<file path="src/rtl/cache_fill_arbiter.sv">
// Purpose : sequences memory4c between I-cache fills, D-cache fills and D-cache store write-through.
// Latency : store commits 1 cycle after grant; 8-word fill completes MEM_LAT+9 cycles after grant.
// Backpress: requesters hold their request until the matching done pulse; one owner at a time.
//
// Ports:
//   clk, rst                       - clock, synchronous active-high reset
//   i_miss/i_miss_addr             - I-cache miss request and missed byte address
//   d_miss/d_miss_addr             - D-cache miss request and missed byte address
//   d_wr_req/d_wr_addr/d_wr_data   - store write-through request, address, data
//   mem_data_out/mem_data_valid    - memory read return
//   mem_addr/mem_enable/mem_wr/mem_data_in - memory request port
//   fill_data/fill_idx             - word (and its block index) being written into a cache
//   i_fill_we/d_fill_we            - write strobe for the owning cache
//   i_fill_done/d_fill_done        - one-cycle block-complete pulses
//   d_wr_done                      - one-cycle store-committed pulse
//   busy                           - arbiter is not idle
module cache_fill_arbiter #(
   parameter int MEM_LAT = 4,
   parameter int WORDS   = 8,
   localparam int IW     = $clog2(WORDS)
) (
   input  logic          clk,
   input  logic          rst,
   input  logic          i_miss,
   input  logic [15:0]   i_miss_addr,
   input  logic          d_miss,
   input  logic [15:0]   d_miss_addr,
   input  logic          d_wr_req,
   input  logic [15:0]   d_wr_addr,
   input  logic [15:0]   d_wr_data,
   input  logic [15:0]   mem_data_out,
   input  logic          mem_data_valid,
   output logic [15:0]   mem_addr,
   output logic          mem_enable,
   output logic          mem_wr,
   output logic [15:0]   mem_data_in,
   output logic [15:0]   fill_data,
   output logic [IW-1:0] fill_idx,
   output logic          i_fill_we,
   output logic          d_fill_we,
   output logic          i_fill_done,
   output logic          d_fill_done,
   output logic          d_wr_done,
   output logic          busy
);

   typedef enum logic [1:0] {
      S_IDLE  = 2'd0,
      S_WRITE = 2'd1,
      S_FILL  = 2'd2,
      S_DONE  = 2'd3
   } state_t;

   // A block spans 2*WORDS bytes; the mask clears the in-block byte offset.
   localparam logic [15:0] BLK_MASK = ~(16'(2 * WORDS) - 16'd1);
   localparam logic [IW:0]   ISS_END  = (IW + 1)'(WORDS);
   localparam logic [IW-1:0] RCV_LAST = IW'(WORDS - 1);
   localparam logic [IW:0]   ISS_MIN  = (IW + 1)'((MEM_LAT < WORDS) ? MEM_LAT : WORDS);

   state_t          r_state;
   state_t          w_next;
   logic [15:0]     r_addr;     // store address, or block base during a fill
   logic [15:0]     r_wdata;
   logic            r_owner_d;  // 1: fill belongs to D-cache, 0: I-cache
   logic [IW:0]     r_iss;      // requests issued so far (stops at WORDS)
   logic [IW-1:0]   r_rcv;      // words received so far
   logic            w_issue;

   // ---------------------------------------------------------------
   // State and datapath registers
   // ---------------------------------------------------------------
   always_ff @(posedge clk) begin
      if (rst) begin
         r_state   <= S_IDLE;
         r_addr    <= 16'h0000;
         r_wdata   <= 16'h0000;
         r_owner_d <= 1'b0;
         r_iss     <= '0;
         r_rcv     <= '0;
      end else begin
         r_state <= w_next;
         case (r_state)
            S_IDLE: begin
               // Counters are cleared here so every fill starts from word 0.
               r_iss <= '0;
               r_rcv <= '0;
               if (d_wr_req) begin
                  r_addr  <= d_wr_addr;
                  r_wdata <= d_wr_data;
               end else if (d_miss) begin
                  r_addr    <= d_miss_addr & BLK_MASK;
                  r_owner_d <= 1'b1;
               end else if (i_miss) begin
                  r_addr    <= i_miss_addr & BLK_MASK;
                  r_owner_d <= 1'b0;
               end
            end
            S_FILL: begin
               if (w_issue) begin
                  r_iss <= r_iss + 1'b1;
               end
               if (mem_data_valid) begin
                  r_rcv <= r_rcv + 1'b1;
               end
            end
            default: begin
            end
         endcase
      end
   end

   // ---------------------------------------------------------------
   // Next state and outputs
   // ---------------------------------------------------------------
   always_comb begin
      w_next      = r_state;
      w_issue     = 1'b0;
      mem_addr    = 16'h0000;
      mem_enable  = 1'b0;
      mem_wr      = 1'b0;
      mem_data_in = 16'h0000;
      fill_data   = 16'h0000;
      fill_idx    = '0;
      i_fill_we   = 1'b0;
      d_fill_we   = 1'b0;
      i_fill_done = 1'b0;
      d_fill_done = 1'b0;
      d_wr_done   = 1'b0;
      busy        = (r_state != S_IDLE);

      case (r_state)
         S_IDLE: begin
            // Grant only; the granted access reaches memory next cycle.
            if (d_wr_req) begin
               w_next = S_WRITE;
            end else if (d_miss || i_miss) begin
               w_next = S_FILL;
            end
         end

         S_WRITE: begin
            mem_enable  = 1'b1;
            mem_wr      = 1'b1;
            mem_addr    = r_addr;
            mem_data_in = r_wdata;
            d_wr_done   = 1'b1;
            w_next      = S_IDLE;
         end

         S_FILL: begin
            // Requests stream out back-to-back while returns overlap them.
            w_issue = (r_iss < ISS_END);
            if (w_issue) begin
               mem_enable = 1'b1;
               mem_addr   = r_addr | 16'({r_iss[IW-1:0], 1'b0});
            end
            // Returns arrive in issue order, so the receive count is the word index.
            if (mem_data_valid) begin
               fill_data = mem_data_out;
               fill_idx  = r_rcv;
               d_fill_we = r_owner_d;
               i_fill_we = ~r_owner_d;
               if (r_rcv == RCV_LAST) begin
                  w_next = S_DONE;
               end
            end
         end

         S_DONE: begin
            d_fill_done = r_owner_d;
            i_fill_done = ~r_owner_d;
            w_next      = S_IDLE;
         end

         default: begin
            w_next = S_IDLE;
         end
      endcase
   end

   // Memory cannot return a word of this fill before MEM_LAT of its requests went out.
   ap_data_after_issue: assert property (@(posedge clk) disable iff (rst)
      (r_state == S_FILL && mem_data_valid) |-> (r_iss >= ISS_MIN));

endmodule
</file>
<file path="config.mk">
export PLATFORM = sky130hd
export DESIGN_NAME = cache_fill_arbiter
export DESIGN_NICKNAME = d
export VERILOG_FILES = /design/src/rtl/cache_fill_arbiter.sv
export SDC_FILE = /design/constraint.sdc
export NUM_CORES = 1
export LEC_CHECK = 0
export ABC_AREA = 1
export BUFFER_PORTS_ARGS = -buffer_cell sky130_fd_sc_hd__buf_2
export CORE_ASPECT_RATIO = 1.1
export CORE_MARGIN = 5
export CORE_UTILIZATION = 47
export CTS_CLUSTER_SIZE = 40
export DETAILED_ROUTE_END_ITERATION = 6
export PLACE_DENSITY = 0.86
export SKIP_CTS_REPAIR_TIMING = 1
export SLEW_MARGIN = 40
export SYNTH_ARGS = -nofsm -noshare
export SYNTH_HDL_FRONTEND = slang
export SYNTH_SLANG_ARGS = --single-unit
</file>
<file path="constraint.sdc">
create_clock -name clk -period 2.98 [get_ports clk]
set_input_delay 0.596 -clock clk [delete_from_list [all_inputs] [get_ports clk]]
set_output_delay 0.596 -clock clk [all_outputs]
set_load 0.05 [all_outputs]
</file>
==> metrics.md <==
| Metric | Value |
|---|---|
| Run status | `completed` |
| Maximum clock rate | `roughly 370 MHz` |
| RSZ-0062 raised after global routing | `no` |
| Critical path's top delay family | `simple AND/OR/NAND/NOR gates` |
| Total number of vias | `2742` |
| CP max stage cell | `nand2_1` |
| Post-DP HPWL | `5170 um` |
| Die H | `86.3 um` |
| Yosys warning count | `0` |
| First-pass GRT wire length | `10700 um` |
| Clock Sinks | `42` |
| RePlAce Congestion | `0.813` |
| Met2 Usage GRT | `36.3%` |
| Die X-Extent | `79.4 um` |
| Async S/R FF share, synth | `0%` |
| Period utilisation layout | `between 80% and 90%` |
| DRT iter0 DRCs | `~120` |
| Cell count after synthesis | `426` |
| Yosys reg bits | `42` |
| Critical Path Source Type | `flop` |
| VDD IR-drop max | `0.409 mV` |
| Main combinational cell family by area after synthesis | `simple AND/OR/NAND/NOR gates` |
| DIE AREA | `6850 um2` |
| Post-synth EDFFs | `0` |
| Num rows | `27` |
| Inserted Clock Buffers | `5` |
| Post-Synth Adder-Cell Area | `~4.0%` |
| Syn Std Cell Area | `approximately 2500 um2` |
| Top post-synthesis cells by area | `dfxtp_1 34%, nand2_1 18%, nor2_1 15%` |
| Gr ovfl total | `0` |
| Post-synthesis sequential area ratio | `33.8%` |
| Setup TNS | `0 ns` |
| Post-synth top cells | `120 x nand2_1, 98 x nor2_1, 72 x inv_1, 42 x dfxtp_1, 27 x a21oi_1` |
| Relative slew margins | `between 50% and 60%` |
| CTS tree | `done` |
| Clock Latency Late Sink | `just under 0.3 ns` |
| Layout Nets | `644` |
| Area delta synth->final | `30.6%` |
| Clock Tree Buf Depth | `2` |
| Pwr Density | `897 nW/um2` |
| CP cell instances | `inv_1 > ha_1 > nand2_1 > nor2_1 > buf_2` |
| Post-route minimum period | `between 2 and 3 ns` |
| Worst-Margin Slew | `0.688 ns` |
| Syn Nets | `520` |
| Boundary Pins | `145` |
| Area occupied by multi-input gates | `1260 um2` |
| GR Layer Usage met1 | `slightly below 20%` |
| DRT antenna net count | `0` |
| Count leader, synth | `nand2_1` |
| Critical Path AT | `about 2.1 ns` |
| Mapped Avg Cell Area | `approximately 5.8 um2` |
| Clock root cell | `clkbuf_8` |
| Leak Pwr | `2.01 nW` |
| Largest net degree at the start of global routing | `35` |
| Fillers | `465` |
| Share of layout cells above drive strength 1 | `27.6%` |
| Layout Utilization | `between 60 and 70%` |
| Post-Synth XOR/XNOR Area | `0%` |
| Area fraction of the dominant cell type after synthesis | `33.8%` |
| Final hold vios | `0` |
| Element type at the critical path end | `primary output` |
| Critical path's largest stage delay | `0.48 ns` |
| Initial Util | `49.1%` |
| 1st-pass router iterations | `4` |
| Final WL | `about 6500 um` |
| Hold WC Path Type | `flop to flop` |
| DR DRC count | `0` |
| Routed len/inst | `10.7 um` |
| Top FF cell, synth | `dfxtp_1` |
| Proportion of synthesized area in mux cells | `0%` |
| Port buffer count | `136` |
| Vias in the first global route | `2520` |
| Core ar. | `5070 um2` |
| Post-synthesis compound-gate area fraction | `9.95%` |
| Register area | `841 um2` |
| Total Routing Usage GR | `19.2%` |
| Synth Area in Simple Gates | `36.5%` |
| CP required | `2.38 ns` |
| Dpl cells | `601` |
| Max cap viols | `0` |
| Global Route met3 Usage | `5.82%` |
| Clock transition at path regs | `0.09 ns` |
| CP max FO | `22` |
| Synth area leader | `dfxtp_1` |
| CP Class | `flop to primary output` |
| WP buf/inv | `2` |
| Antenna violations before repair | `0` |
| Setup violations, final | `0` |
| Final Skew | `0.00519 ns` |
| Max-slew violations | `0` |
| Layout Cells excl Fill | `609` |
| H-tree levels | `2` |
| DR vias/cell | `4.50` |
| Distinct cells, synth | `21` |
| N_diodes | `0` |
| GR peak layer | `met2` |
-- per-stage QoR --
stage	worst slack, ns	hold slack, ns	area (um2)	total power [mW]
finish	0.302	0.465	3250	2.92
CTS	0.281	0.470	3250	2.94
detailed placement	0.617	0.458	3140	2.50
floorplan	0.182	0.439	2490	2.18
global route	0.136	0.484	3250	3.17
global placement	0.671	0.447	3140	2.45
-- cells in the final DEF (no fill, tap or decap), drive strengths merged --
master    instances
ha                8
clkbuf            6
nor2             99
nand4             1
nand3            10
o21ai            18
buf             138
a21boi            1
o22ai             1
a21oi            28
nand2           123
dfxtp            42
inv              73
clkinvlp          1
nor3              1
bufinv            1
-- cell families (layout without fill, tap and decap cells) --
logic type               after synthesis  count (layout)
AND/OR/NAND/NOR                      234             234
buffers and inverters                 94             219
AO/OA/AOI/OAI                         48              48
flip-flops                            42              42
adder cells (fa/ha/maj)                8               8
-- final timing paths --
path         cells after the start                     from                endpoint  slack, ns
min reg2reg                      2   r_addr[0]$_SDFFE_PP0P_  r_addr[0]$_SDFFE_PP0P_       0.47
max reg2reg                      5  r_state[0]$_SDFFE_PP0P_   r_rcv[2]$_SDFFE_PP0P_       1.25
min                              2   r_addr[0]$_SDFFE_PP0P_  r_addr[0]$_SDFFE_PP0P_       0.47
max                              5  r_state[0]$_SDFFE_PP0P_           fill_data[13]       0.30
-- area by class of cell --
type	count	share of cell area, %
clock inverters	2	1.15
clock buffers	6	2.23
flip-flops and latches	42	25.9
repair buffers	138	21.4
multi-input cells	290	38.7
well taps	58	2.23
inverters	73	8.43
-- layer usage --
metal / up-vias / routed length (um)
met2: 107 / 3190
met1: 1125 / 2610
met3: 8 / 611
met5: - / 0
met4: 0 / 107
li1: 1502 / -
-- power breakdown --
group          internal, mW  switching (mW)
registers             0.726          0.0784
clock network         0.250           0.199
logic                 0.433            1.23
total                  1.41            1.51
-- worst min-delay path: cells and delay by family, from the launching register on --
family	cells	cell delay, ns
flops	1	0.32
simple gates	1	0.06
compound gates	1	0.05
-- flip-flops by register name, summed over array words and instances (netlist names) --
| register | cells |
|---|---|
| r_addr | 16 |
| r_owner_d | 1 |
| r_state | 2 |
| r_rcv | 3 |
| r_wdata | 16 |
| r_iss | 4 |
Power figures use the tool's default switching activity.
